### src/rtl/pipeline_hazard_controller_if.sv
// Hazard-controller bus. The controller (slave) receives pipeline hazard sources
// and drives the per-stage enable/flush strobes back to the pipeline (master).
interface pipeline_hazard_controller_if;
  logic [4:0]  id_rs1_addr;
  logic [4:0]  id_rs2_addr;
  logic        id_rs1_used;
  logic        id_rs2_used;
  logic [4:0]  ex_reg_write_addr;
  logic        ex_data_mem_read;
  logic        ex_muldiv;
  logic        ex_branch_taken;
  logic        imem_busywait;
  logic        dmem_busywait;

  logic        pc_en;
  logic        if_id_en;
  logic        id_ex_en;
  logic        ex_mem_en;
  logic        mem_wb_en;
  logic        if_id_flush;
  logic        id_ex_flush;
  logic        mem_wb_flush;
  logic        muldiv_busy;
  logic [31:0] stall_cycles;

  modport master (
    output id_rs1_addr, id_rs2_addr, id_rs1_used, id_rs2_used,
           ex_reg_write_addr, ex_data_mem_read, ex_muldiv, ex_branch_taken,
           imem_busywait, dmem_busywait,
    input  pc_en, if_id_en, id_ex_en, ex_mem_en, mem_wb_en,
           if_id_flush, id_ex_flush, mem_wb_flush, muldiv_busy, stall_cycles
  );

  modport slave (
    input  id_rs1_addr, id_rs2_addr, id_rs1_used, id_rs2_used,
           ex_reg_write_addr, ex_data_mem_read, ex_muldiv, ex_branch_taken,
           imem_busywait, dmem_busywait,
    output pc_en, if_id_en, id_ex_en, ex_mem_en, mem_wb_en,
           if_id_flush, id_ex_flush, mem_wb_flush, muldiv_busy, stall_cycles
  );
endinterface

### src/rtl/pipeline_hazard_controller.sv
// Stall/flush sequencer for the five-stage pipeline: prioritises DMEM busywait,
// MUL/DIV hold, taken branch, load-use and IMEM busywait; counts PC-stall cycles.
module pipeline_hazard_controller #(
  parameter int unsigned MULDIV_CYCLES = 4
) (
  input  logic                          clk,
  input  logic                          reset,
  pipeline_hazard_controller_if.slave   bus
);

  localparam int unsigned CNT_W   = 4;
  localparam int unsigned STALL_W = 32;
  localparam logic [CNT_W-1:0] MD_LOAD = CNT_W'(MULDIV_CYCLES - 1);

  typedef enum logic {
    RUN    = 1'b0,
    MULDIV = 1'b1
  } state_t;

  state_t             state_q, state_d;
  logic [CNT_W-1:0]   md_count_q, md_count_d;
  logic [STALL_W-1:0] stall_q;

  logic pc_en, if_id_en, id_ex_en, ex_mem_en, mem_wb_en;
  logic if_id_flush, id_ex_flush, mem_wb_flush;
  logic load_use;

  // rd = x0 never creates a real dependency
  assign load_use = bus.ex_data_mem_read
                 && (bus.ex_reg_write_addr != 5'd0)
                 && ((bus.id_rs1_used && (bus.id_rs1_addr == bus.ex_reg_write_addr))
                  || (bus.id_rs2_used && (bus.id_rs2_addr == bus.ex_reg_write_addr)));

  always_ff @(posedge clk) begin
    if (reset) begin
      state_q    <= RUN;
      md_count_q <= '0;
    end else begin
      state_q    <= state_d;
      md_count_q <= md_count_d;
    end
  end

  // Highest-priority active condition alone decides strobes and next state
  always_comb begin
    state_d      = state_q;
    md_count_d   = md_count_q;
    pc_en        = 1'b1;
    if_id_en     = 1'b1;
    id_ex_en     = 1'b1;
    ex_mem_en    = 1'b1;
    mem_wb_en    = 1'b1;
    if_id_flush  = 1'b0;
    id_ex_flush  = 1'b0;
    mem_wb_flush = 1'b0;

    if (bus.dmem_busywait) begin
      pc_en     = 1'b0;
      if_id_en  = 1'b0;
      id_ex_en  = 1'b0;
      ex_mem_en = 1'b0;
      mem_wb_en = 1'b0;
    end else if (state_q == MULDIV) begin
      if (md_count_q != '0) begin
        pc_en        = 1'b0;
        if_id_en     = 1'b0;
        id_ex_en     = 1'b0;
        ex_mem_en    = 1'b0;
        mem_wb_flush = 1'b1;
        md_count_d   = md_count_q - CNT_W'(1);
      end else begin
        state_d = RUN;
      end
    end else if (bus.ex_muldiv) begin
      // First stall cycle is spent here in RUN, hence the load of CYCLES-1
      pc_en        = 1'b0;
      if_id_en     = 1'b0;
      id_ex_en     = 1'b0;
      ex_mem_en    = 1'b0;
      mem_wb_flush = 1'b1;
      state_d      = MULDIV;
      md_count_d   = MD_LOAD;
    end else if (bus.ex_branch_taken) begin
      if_id_flush = 1'b1;
      id_ex_flush = 1'b1;
    end else if (load_use) begin
      pc_en       = 1'b0;
      if_id_en    = 1'b0;
      id_ex_flush = 1'b1;
    end else if (bus.imem_busywait) begin
      pc_en       = 1'b0;
      if_id_flush = 1'b1;
    end
  end

  // Free-running performance counter of PC-frozen cycles
  always_ff @(posedge clk) begin
    if (reset) begin
      stall_q <= '0;
    end else if (!pc_en) begin
      stall_q <= stall_q + STALL_W'(1);
    end
  end

  assign bus.pc_en        = pc_en;
  assign bus.if_id_en     = if_id_en;
  assign bus.id_ex_en     = id_ex_en;
  assign bus.ex_mem_en    = ex_mem_en;
  assign bus.mem_wb_en    = mem_wb_en;
  assign bus.if_id_flush  = if_id_flush;
  assign bus.id_ex_flush  = id_ex_flush;
  assign bus.mem_wb_flush = mem_wb_flush;
  assign bus.muldiv_busy  = (state_q == MULDIV);
  assign bus.stall_cycles = stall_q;

endmodule

### src/flat_wrapper.sv
// flat-port wrapper written by rule: the top's interface ports become plain ports
module pipeline_hazard_controller_flat 
#(
  parameter int unsigned MULDIV_CYCLES = 4
)
  (clk, reset, bus_id_rs1_addr, bus_id_rs2_addr, bus_id_rs1_used, bus_id_rs2_used, bus_ex_reg_write_addr, bus_ex_data_mem_read, bus_ex_muldiv, bus_ex_branch_taken, bus_imem_busywait, bus_dmem_busywait, bus_pc_en, bus_if_id_en, bus_id_ex_en, bus_ex_mem_en, bus_mem_wb_en, bus_if_id_flush, bus_id_ex_flush, bus_mem_wb_flush, bus_muldiv_busy, bus_stall_cycles);
  pipeline_hazard_controller_if bus_i ();
  input  logic clk;
  input  logic reset;
  input wire logic [$bits(bus_i.id_rs1_addr)-1:0] bus_id_rs1_addr;
  input wire logic [$bits(bus_i.id_rs2_addr)-1:0] bus_id_rs2_addr;
  input wire logic [$bits(bus_i.id_rs1_used)-1:0] bus_id_rs1_used;
  input wire logic [$bits(bus_i.id_rs2_used)-1:0] bus_id_rs2_used;
  input wire logic [$bits(bus_i.ex_reg_write_addr)-1:0] bus_ex_reg_write_addr;
  input wire logic [$bits(bus_i.ex_data_mem_read)-1:0] bus_ex_data_mem_read;
  input wire logic [$bits(bus_i.ex_muldiv)-1:0] bus_ex_muldiv;
  input wire logic [$bits(bus_i.ex_branch_taken)-1:0] bus_ex_branch_taken;
  input wire logic [$bits(bus_i.imem_busywait)-1:0] bus_imem_busywait;
  input wire logic [$bits(bus_i.dmem_busywait)-1:0] bus_dmem_busywait;
  output wire logic [$bits(bus_i.pc_en)-1:0] bus_pc_en;
  output wire logic [$bits(bus_i.if_id_en)-1:0] bus_if_id_en;
  output wire logic [$bits(bus_i.id_ex_en)-1:0] bus_id_ex_en;
  output wire logic [$bits(bus_i.ex_mem_en)-1:0] bus_ex_mem_en;
  output wire logic [$bits(bus_i.mem_wb_en)-1:0] bus_mem_wb_en;
  output wire logic [$bits(bus_i.if_id_flush)-1:0] bus_if_id_flush;
  output wire logic [$bits(bus_i.id_ex_flush)-1:0] bus_id_ex_flush;
  output wire logic [$bits(bus_i.mem_wb_flush)-1:0] bus_mem_wb_flush;
  output wire logic [$bits(bus_i.muldiv_busy)-1:0] bus_muldiv_busy;
  output wire logic [$bits(bus_i.stall_cycles)-1:0] bus_stall_cycles;
  assign bus_i.id_rs1_addr = bus_id_rs1_addr;
  assign bus_i.id_rs2_addr = bus_id_rs2_addr;
  assign bus_i.id_rs1_used = bus_id_rs1_used;
  assign bus_i.id_rs2_used = bus_id_rs2_used;
  assign bus_i.ex_reg_write_addr = bus_ex_reg_write_addr;
  assign bus_i.ex_data_mem_read = bus_ex_data_mem_read;
  assign bus_i.ex_muldiv = bus_ex_muldiv;
  assign bus_i.ex_branch_taken = bus_ex_branch_taken;
  assign bus_i.imem_busywait = bus_imem_busywait;
  assign bus_i.dmem_busywait = bus_dmem_busywait;
  assign bus_pc_en = bus_i.pc_en;
  assign bus_if_id_en = bus_i.if_id_en;
  assign bus_id_ex_en = bus_i.id_ex_en;
  assign bus_ex_mem_en = bus_i.ex_mem_en;
  assign bus_mem_wb_en = bus_i.mem_wb_en;
  assign bus_if_id_flush = bus_i.if_id_flush;
  assign bus_id_ex_flush = bus_i.id_ex_flush;
  assign bus_mem_wb_flush = bus_i.mem_wb_flush;
  assign bus_muldiv_busy = bus_i.muldiv_busy;
  assign bus_stall_cycles = bus_i.stall_cycles;
  pipeline_hazard_controller #(.MULDIV_CYCLES(MULDIV_CYCLES)) u_core (.clk(clk), .reset(reset), .bus(bus_i));
endmodule
### config.mk
export PLATFORM = sky130hd
export DESIGN_NAME = pipeline_hazard_controller_flat
export DESIGN_NICKNAME = d
export VERILOG_FILES = /design/src/rtl/pipeline_hazard_controller_if.sv /design/src/rtl/pipeline_hazard_controller.sv /design/src/flat_wrapper.sv
export SDC_FILE = /design/constraint.sdc
export NUM_CORES = 1
export LEC_CHECK = 0
export ABC_AREA = 1
export CAP_MARGIN = 20
export CORE_MARGIN = 1
export CORE_UTILIZATION = 50
export CTS_CLUSTER_DIAMETER = 40
export DETAILED_ROUTE_END_ITERATION = 10
export PLACE_DENSITY_LB_ADDON = 0.3
export SLEW_MARGIN = 20
export SYNTH_ARGS = -nofsm -noshare
export SYNTH_HDL_FRONTEND = slang
export SYNTH_SLANG_ARGS = --single-unit
### constraint.sdc
create_clock -name clk -period 2.16 [get_ports clk]
set_input_delay 0.432 -clock clk [delete_from_list [all_inputs] [get_ports clk]]
set_output_delay 0.432 -clock clk [all_outputs]
set_load 0.02 [all_outputs]
# After elaboration in Yosys (flattened, before gate mapping)
# Index checks and enable logic that the tools add are counted.
totals:
  regBits: 37
  input_bits: 24
  output_inout_bits: 41
  wordCells: 52
op_classes:
  addsub: 2
  n_eq_ne: 3
  n_mux: 34
  bitwise: 1
  n_reduce_logical: 9
op_table:
  columns: ["operator", "count"]
  rows:
  - ["$add 32x1->32 const B", 1]
  - ["$mux 1", 31]
  - ["$mux 4", 3]
  - ["$eq 5x5->1", 2]
  - ["$reduce_bool 5->1", 1]
  - ["$logic_and 1x1->1", 4]
  - ["$reduce_bool 4->1", 1]
  - ["$sub 4x1->4 const B", 1]
  - ["$reduce_and 3->1", 1]
  - ["$ne 2x2->1 const B", 1]
  - ["$reduce_bool 2->1", 1]
  - ["$logic_or 1x1->1", 1]
  - ["$not 1->1", 1]

# Longest topological paths before layout
# Gate-level depths: netlist of run 1.
depth:
  word_depth: 9
  mapped_depth: 11

# Least setup slack after synthesis of run 1
# Ideal clock, no wire load.
synth_path:
  path_kind: "register to output"
  start: "register u_core.state_q, in the netlist u_core.bus.muldiv_busy"
  end: "output bus_pc_en"
  t_arrival_ns: 1.428
  t_required_ns: 1.728
  setup_slack_ns: 0.300
  path_stages_with_launch: 6
  path_cell_list: "dfxtp_1 > nor2_1 > nor3_4 > nand3_2 > buf_4 > inv_1"
synth_via:
  elab_chain_cells: 2
synth_lines:
  columns: ["element", "line", "rtl"]
  rows:
  - ["from (decl)", "pipeline_hazard_controller.sv:20", "state_t state_q, state_d;"]
  - ["from (signal assigned)", "pipeline_hazard_controller.sv:39", "state_q <= state_d;"]
  - ["$mux 1", "pipeline_hazard_controller.sv:63", "end else if (state_q == MULDIV) begin"]
  - ["$mux 1", "pipeline_hazard_controller.sv:57", "if (bus.dmem_busywait) begin"]
  - ["to (decl)", "flat_wrapper.sv:20", "output wire logic [$bits(bus_i.pc_en)-1:0] bus_pc_en;"]
# Every way passes these cells.

# Final worst setup path of run 1
layout_path:
  start: "input bus_id_rs1_used"
  end: "output bus_id_ex_flush"
layout_via:
  elab_chain_cells: 8
layout_lines:
  columns: ["element", "line", "rtl"]
  rows:
  - ["from (decl)", "flat_wrapper.sv:12", "input wire logic [$bits(bus_i.id_rs1_used)-1:0] bus_id_rs1_used;"]
  - ["$logic_and 1x1->1", "pipeline_hazard_controller.sv:31", "&& ((bus.id_rs1_used && (bus.id_rs1_addr == bus.ex_reg_write_addr))"]
  - ["$logic_or 1x1->1", "pipeline_hazard_controller.sv:32", "|| (bus.id_rs2_used && (bus.id_rs2_addr == bus.ex_reg_write_addr)));"]
  - ["$logic_and 1x1->1", "pipeline_hazard_controller.sv:31", null]
  - ["$mux 1", "pipeline_hazard_controller.sv:86", "end else if (load_use) begin"]
  - ["$mux 1", "pipeline_hazard_controller.sv:83", "end else if (bus.ex_branch_taken) begin"]
  - ["$mux 1", "pipeline_hazard_controller.sv:74", "end else if (bus.ex_muldiv) begin"]
  - ["$mux 1", "pipeline_hazard_controller.sv:63", null]
  - ["$mux 1", "pipeline_hazard_controller.sv:57", null]
  - ["to (decl)", "flat_wrapper.sv:26", "output wire logic [$bits(bus_i.id_ex_flush)-1:0] bus_id_ex_flush;"]
# Every way passes these cells.

==> results of run 1 <==
routing by layer:
metal	routed length, um	global-route usage [%]	up-vias	part of all wire (%)
li1	-	-	1461	-
met1	3394	39.37	1235	47
met2	3402	45.86	78	47
met3	328	5.827	10	4.5
met4	94	6.197	0	1.3
met5	0	0	-	0
how the worst min path moves through the flow:
stage                               from                   end  slack (ps)  cells past startpoint
floorplan           u_core.md_count_q[0]  u_core.md_count_q[0]         440                      1
global placement    u_core.md_count_q[0]  u_core.md_count_q[0]         460                      1
detailed placement  u_core.md_count_q[0]  u_core.md_count_q[0]         470                      1
CTS                 u_core.md_count_q[0]  u_core.md_count_q[0]         480                      1
global route        u_core.md_count_q[0]  u_core.md_count_q[0]         520                      1
finish              u_core.md_count_q[0]  u_core.md_count_q[0]         490                      1
final cells by class:
cell class	count	share of cell area [%]
well taps	67	2.445
repair buffers	76	20.77
clock buffers	8	2.336
multi-input cells	312	48.25
flip-flops and latches	37	21.61
inverters	42	4.599
where the power goes:
part           switching [mW]  internal, mW
sequential             0.0167         0.697
clock                   0.245         0.230
combinational           0.174         0.117
cell usage in the layout (no fill, tap or decap), drive strengths merged:
| master | n |
|---|---|
| xor2 | 21 |
| nand4 | 34 |
| nand3 | 11 |
| a211oi | 1 |
| nand3b | 2 |
| o21ai | 4 |
| a21oi | 32 |
| ha | 2 |
| dlygate4sd2 | 12 |
| a31oi | 3 |
| clkbuf | 11 |
| nor2 | 49 |
| xnor2 | 7 |
| nand2 | 127 |
| dlymetal6s2s | 4 |
| dfxtp | 37 |
| inv | 42 |
| nor3 | 19 |
| clkdlybuf4s50 | 41 |
| buf | 16 |
logic make-up after synthesis:
kind of cell | after synthesis
AO/OA/AOI/OAI | 40
XOR/XNOR | 28
adder cells (fa/ha/maj) | 2
buffers and inverters | 58
flip-flops | 37
AND/OR/NAND/NOR | 242
what timing repair did:
| action | in CTS | in global routing |
|---|---|---|
| resized for setup | 42 | 19 |
| pin swaps | 7 | 12 |
| gates cloned | 0 | 0 |
| setup endpoints to repair | 8 | 7 |
through the flow:
step	hold WS (ps)	setup TNS (ps)
floorplan	439.2	0
global placement	461.0	-4561
detailed placement	467.3	-7717
CTS	477.8	0
global route	517.0	-12.05
finish	486.2	0
sequential cells by signal, indices dropped and copies added (netlist names):
signal                   count
u_core.md_count_q            4
u_core.bus.muldiv_busy       1
u_core.bus.stall_cycles     32
worst max-delay path: stages:
cell and delay [ps]:
clkdlybuf4s50_1 460, nand2_1 60, nor2_1 100, nand3_1 100, nand2_2 110, nand2_2 90, a21oi_2 160, buf_6 130
==> metrics.json, run 1 <==
{
  "detailedPlacementHpwl_um": 5474,
  "ys_seq_elements": 37,
  "grt_util_all_layers_pct": 28.49,
  "crit_path_end_kind": "primary output",
  "postRouteAntennaNets": 0,
  "finish.net_count": 500,
  "synth.distinct_cells": 27,
  "worstSetupStartpoint": "bus_id_rs1_used",
  "r2r_start": "u_core.bus.stall_cycles[1]",
  "floorplan.initialDensity_pct": 53.39,
  "synth_top_cells_by_area": "dfxtp_1 (29%), nand2_1 (18%), nand4_1 (8.2%), xor2_1 (7.1%), nor2_1 (6.1%)",
  "combinational_family_with_the_most_area_after_synthesis": "simple AND/OR/NAND/NOR gates",
  "htreeDepth": 2,
  "root_buffer": "clkbuf_8",
  "synth-async-reset-ratio_pct": 0,
  "synth-compound-area-share_pct": 8.120,
  "synth-edff-count": 0,
  "yosys-mux-area-fraction_pct": 0,
  "run_status": "finished clean",
  "cp.arrival_ps": 1650,
  "syn-cell-area_um2": 2589,
  "netlist.top_cell.by_area": "dfxtp_1",
  "avgRoutedWirePerCell_um": 13.32,
  "grt_remaining_overflow": 0,
  "count_of_endpoints_failing_setup_in_the_final_report": 0,
  "initialDrtViolationCount": 240,
  "clock_latency_ps": 290,
  "final.period_utilization_pct": 96.17,
  "grt_start_max_net_pins": 35,
  "final_critical_path_setup_slack_ps": 82.64,
  "totalPowerFinal_mw": 1.480,
  "layout-drive-gt1-share_pct": 12.42,
  "numCtsBuffers": 5,
  "fin_area_um2": 3428,
  "antennaDiodeCount": 0,
  "dr_total_vias": 2784,
  "fmax_ghz": 0.4814,
  "die-height_um": 73.96,
  "dpl_worst_slack_ps": -539.8,
  "area_growth_pct": 32.43,
  "syn-mean-instance-area_um2": 6.361,
  "yosysSeqAreaShare_pct": 28.61,
  "skew_ps": 5.622,
  "synth_fa_ha_area_share_pct": 0.9667,
  "firstDrtPassIters": 4,
  "total_leakage_power_nw": 1.366,
  "area.sequential_um2": 740.7,
  "non_filler_cells_final": 542,
  "first_global_vias": 2607,
  "worst-path-max-fanout": 2,
  "max-vdd-ir-drop_mv": 0.4211,
  "timing.reg2reg.setup_slack_ps": 320,
  "grt_first_pass_wirelength_um": 12100,
  "io-pin-count": 65,
  "postSynth.topFlopCell": "dfxtp_1",
  "fin_crit_ps": 2077,
  "setup.worst_path.start_class": "input port",
  "port_buffers": 64,
  "synth_simple_gate_area_share_pct": 43.60,
  "cap_viol_max_count": 0,
  "synth.net_count": 433,
  "slew_headroom_pct": 77.45,
  "synth_common_cells": "nand2_1 (125), nor2_1 (42), dfxtp_1 (37), inv_1 (37), nand4_1 (34)",
  "post-cts-setup-buffer-count": 0,
  "criticalPathCategory": "in -> out",
  "setup.worst_path.end": "bus_id_ex_flush",
  "timing.rr.end": "u_core.bus.stall_cycles[16]",
  "worst-endpoint-required_ps": 1730,
  "max_slew.worst_pin.slew_ps": 335.7,
  "clk_transition_reported_paths_ps": 70,
  "yosys_warnings": 0,
  "multi_input_comb_area_um2": 1654,
  "clock-sinks": 37,
  "synth_cells": 407,
  "vias_per_cell": 5.137,
  "die_width_um": 73.96,
  "placed_instances": 534,
  "power_per_cell_area_nw_per_um2": 431.6,
  "routed_wirelength_um": 7219,
  "fp.coreArea_um2": 4848,
  "layout.core_utilization_pct": 70.71,
  "report.final.hold_viol_count": 0,
  "yosysMostFrequentCell": "nand2_1",
  "antenna_found_initial": 0,
  "floorplan.die_area_um2": 5469,
  "final.fill_count": 456,
  "hold_path_class": "reg -> reg",
  "drc": 0,
  "area_post_placement_um2": 3322,
  "final_weighted_congestion_of_routability_driven_global_placement": 0.9248,
  "cts-root-to-sink-buffers": 2,
  "holdBufCountCts": 0,
  "yosysTopAreaCellShare_pct": 28.61,
  "r2r_cells": 10,
  "rows": 25,
  "cts_tree": "yes",
  "synth-xor-area-share_pct": 9.473,
  "report.final.slew_viol_count": 0
}
Note: power is estimated with default switching activity, not from simulation.
==> inputs of run 2 (changes only) <==
CELL_PAD_IN_SITES_DETAIL_PLACEMENT = 2   (was unset)
CELL_PAD_IN_SITES_GLOBAL_PLACEMENT = 2   (was unset)
CORE_UTILIZATION = 26   (was 50)
==> run 2 against run 1 <==
Worst hold slack improved by 13 ps. Via count rose by 5.2%. Register-to-register slack got worse by 50 ps. Sequential share of layout area fell by 0.95 points. Critical path depth rose by 3. Largest cell class unchanged. Highest routed layer unchanged.
==> metrics.json, run 2 (synthesis gave the netlist of run 1 again) <==
{
  "run_status": "finished clean",
  "fin_crit": {"value": 2067, "unit": "ps", "change": "-10.24 ps"},
  "antennaDiodeCount": {"value": 0, "change": "unchanged"},
  "report.final.slew_viol_count": {"value": 0, "change": "unchanged"},
  "worst-endpoint-required": {"value": 1730, "unit": "ps", "change": "about the same"},
  "total_leakage_power": {"value": 1.403, "unit": "nW", "change": "+2.8%"},
  "worst-path-max-fanout": {"value": 3, "change": "+1"},
  "grt_util_all_layers": {"value": 19.81, "unit": "%", "change": "-8.7 points"},
  "initialDrtViolationCount": {"value": 59, "change": "-75%"},
  "postRouteAntennaNets": {"value": 0, "change": "unchanged"},
  "share_comb_of_total_power": {"value": 20.4, "unit": "%", "change": "+0.7 points"},
  "intPower": {"value": 1.086, "unit": "mW", "change": "+4.1%"},
  "floorplan.initialDensity": {"value": 26.61, "unit": "%", "change": "-27 points"},
  "detailedPlacementHpwl": {"value": 7449, "unit": "um", "change": "+36%"},
  "final.period_utilization": {"value": 95.70, "unit": "%", "change": "-0.47 points"},
  "pwr-share-clk": {"value": 34.5, "unit": "%", "change": "+2.4 points"},
  "max_slew.worst_pin.slew": {"value": 358.1, "unit": "ps", "change": "+22.42 ps"},
  "cap_viol_max_count": {"value": 0, "change": "unchanged"},
  "r2r_cells": {"value": 9, "change": "-1"},
  "timing.critical_path.buf_inv": {"value": 4, "change": "+2"},
  "placed_instances": {"value": 605, "change": "+13%"},
  "power.share.switching": {"value": 31.39, "unit": "%", "change": "+1.9 points"},
  "report.final.hold_viol_count": {"value": 0, "change": "unchanged"},
  "grt_first_pass_wirelength": {"value": 15920, "unit": "um", "change": "+32%"},
  "grt_start_max_net_pins": {"value": 35, "change": "unchanged"},
  "clock_latency": {"value": 300, "unit": "ps", "change": "about the same"},
  "rows": {"value": 36, "change": "+44%"},
  "root_buffer": "clkbuf_8",
  "routed_wirelength": {"value": 9564, "unit": "um", "change": "+32%"},
  "timing.rr.end": "u_core.bus.stall_cycles[30]",
  "largest_register_ffs": {"value": 32, "change": "unchanged"},
  "hold_path.startpoint": "u_core.md_count_q[3]",
  "port_buffers": {"value": 64, "change": "unchanged"},
  "max-vdd-ir-drop": {"value": 0.2018, "unit": "mV", "change": "-52%"},
  "count_of_endpoints_failing_setup_in_the_final_report": {"value": 0, "change": "unchanged"},
  "grt_remaining_overflow": {"value": 0, "change": "unchanged"},
  "min_path_cells": {"value": 2, "change": "+1"},
  "power_switching": {"value": 0.4970, "unit": "mW", "change": "+14%"},
  "first_global_vias": {"value": 3188, "change": "+22%"},
  "io-pin-count": {"value": 65, "change": "unchanged"},
  "clock-sinks": {"value": 37, "change": "unchanged"},
  "r2r_start": "u_core.bus.stall_cycles[1]",
  "numCtsBuffers": {"value": 5, "change": "unchanged"},
  "die-height": {"value": 101.8, "unit": "um", "change": "+38%"},
  "skew": {"value": 12.23, "unit": "ps", "change": "+6.608 ps"},
  "firstDrtPassIters": {"value": 4, "change": "unchanged"},
  "whs_endpoint": "u_core.md_count_q[3]",
  "die_width": {"value": 101.8, "unit": "um", "change": "+38%"},
  "sequentialPowerShare": {"value": 45.0, "unit": "%", "change": "-3.2 points"},
  "area_post_placement": {"value": 3442, "unit": "um2", "change": "+3.6%"},
  "drc": {"value": 0, "change": "unchanged"},
  "clk_transition_reported_paths": {"value": 90, "unit": "ps", "change": "+20 ps"},
  "fin_hold_ws": {"value": 498.9, "unit": "ps", "change": "+12.78 ps"},
  "slowest_stage": "dlygate4sd2_1",
  "area_growth_pct": 38.52,
  "setup.worst_path.start_class": "input port",
  "vias_per_cell": {"value": 4.764, "change": "-7.2%"},
  "worst_path_largest_cell_delay": {"value": 240, "unit": "ps", "change": "-220 ps"},
  "fmax": {"value": 0.4838, "unit": "GHz", "change": "+0.50%"},
  "final.fill_count": {"value": 1217, "change": "+170%"},
  "criticalPathCategory": "in -> out",
  "dr_total_vias": {"value": 2930, "change": "+5.2%"},
  "slew_headroom": {"value": 76.13, "unit": "%", "change": "-1.3 points"},
  "fp.coreArea": {"value": 9729, "unit": "um2", "change": "+100%"},
  "antenna_found_initial": {"value": 0, "change": "unchanged"},
  "cts_tree": "yes",
  "fin_area": {"value": 3586, "unit": "um2", "change": "+4.6%"},
  "non_filler_cells_final": {"value": 615, "change": "+13%"},
  "critPathTopFamily": "simple AND/OR/NAND/NOR gates",
  "mostFrequentLayoutCell": "nand2_1",
  "hold_path_class": "reg -> reg",
  "cp.arrival": {"value": 1640, "unit": "ps", "change": "about the same"},
  "crit_path_end_kind": "primary output",
  "timing.reg2reg.setup_slack": {"value": 270, "unit": "ps", "change": "-50 ps"},
  "htreeDepth": {"value": 2, "change": "unchanged"},
  "floorplan.die_area": {"value": 10360, "unit": "um2", "change": "+89%"},
  "avgRoutedWirePerCell": {"value": 15.55, "unit": "um", "change": "+17%"},
  "layout-drive-gt1-share": {"value": 14.11, "unit": "%", "change": "+1.7 points"},
  "most-common-layout-cells": "nand2_1 (121), nor2_1 (41), clkdlybuf4s50_1 (41)",
  "timing.critical_path.cells": "dlygate4sd2_1 -> inv_1 -> nand2_1 -> nand2_1 -> nor2_1 -> nand3_1 -> nand2_2 -> nand3_4 -> nand3_2 -> inv_1 -> buf_6",
  "holdBufCountCts": {"value": 0, "change": "unchanged"},
  "final_weighted_congestion_of_routability_driven_global_placement": {"value": 0.8226, "change": "-11%"},
  "finish.net_count": {"value": 507, "change": "+1.4%"},
  "cts-root-to-sink-buffers": {"value": 2, "change": "unchanged"},
  "power_per_cell_area": {"value": 441.5, "unit": "nW/um2", "change": "+2.3%"}
}
==> run 2: power by group through the flow <==
| stage | Clock (mW) | Combinational (mW) | Sequential (mW) |
|---|---|---|---|
| finish | 0.547 | 0.323 | 0.713 |
| CTS | 0.564 | 0.320 | 0.713 |
| global route | 0.592 | 0.355 | 0.716 |
| detailed placement | 0 | 0.321 | 0.729 |
| floorplan | 0 | 0.152 | 0.738 |
| global placement | 0 | 0.309 | 0.727 |
==> run 2: layout make-up <==
cell class,instances,area [um2],area share (%)
Multi-Input combinational cell,312,1659,46.27
Timing Repair Buffer,83,765.7,21.35
Sequential cell,37,740.7,20.66
Tap cell,133,166.4,4.641
Inverter,42,157.7,4.396
Clock buffer,6,82.58,2.303
Clock inverter,2,13.76,0.3838
==> run 2: worst max path at each step <==
stage / from / end / slack, ps / depth (start not counted)
finish: bus_ex_reg_write_addr[1] / bus_pc_en / 90 / 11
global route: bus_ex_reg_write_addr[1] / bus_pc_en / -40 / 11
CTS: u_core.md_count_q[0] / bus_pc_en / 0.4 / 8
detailed placement: bus_ex_reg_write_addr[3] / bus_if_id_en / -570 / 11
global placement: bus_ex_reg_write_addr[2] / bus_if_id_en / -530 / 9
floorplan: u_core.bus.muldiv_busy / bus_pc_en / 300 / 5
==> run 2: routing by layer <==
metal  GRT usage (%)  wire, um
met5               0         0
met4           4.571       116
met3           3.520       326
met2           37.01      4869
met1           23.28      4250
==> run 2: worst reg2reg max path, cell delays in order, from the launching register on <==
cell and delay, ps:
dfxtp_1 440, ha_1 280, nand3_2 160, nor2_2 180, inv_2 90, nor2_1 210, nand2_1 130, xor2_1 150
nand2_1 80, a21oi_1 130
==> run 2: what timing repair did <==
item                       CTS  global route
pin swaps                   10            11
gates resized for setup     43            19
setup endpoints to repair    8             7
buffers inserted             2             0
==> run 2: stage by stage <==
stage	TNS [ps]	util, %	total power, mW	worst slack, ps
6_report	0	36.86	1.583	92.88
4_1_cts	0	36.43	1.597	0.3899
3_3_place_gp	-5109	35.38	1.037	-532.5
5_1_grt	-64.44	36.86	1.663	-37.10
3_5_place_dp	-8898	35.38	1.049	-567.6
2_1_floorplan	0	-	0.8899	299.7
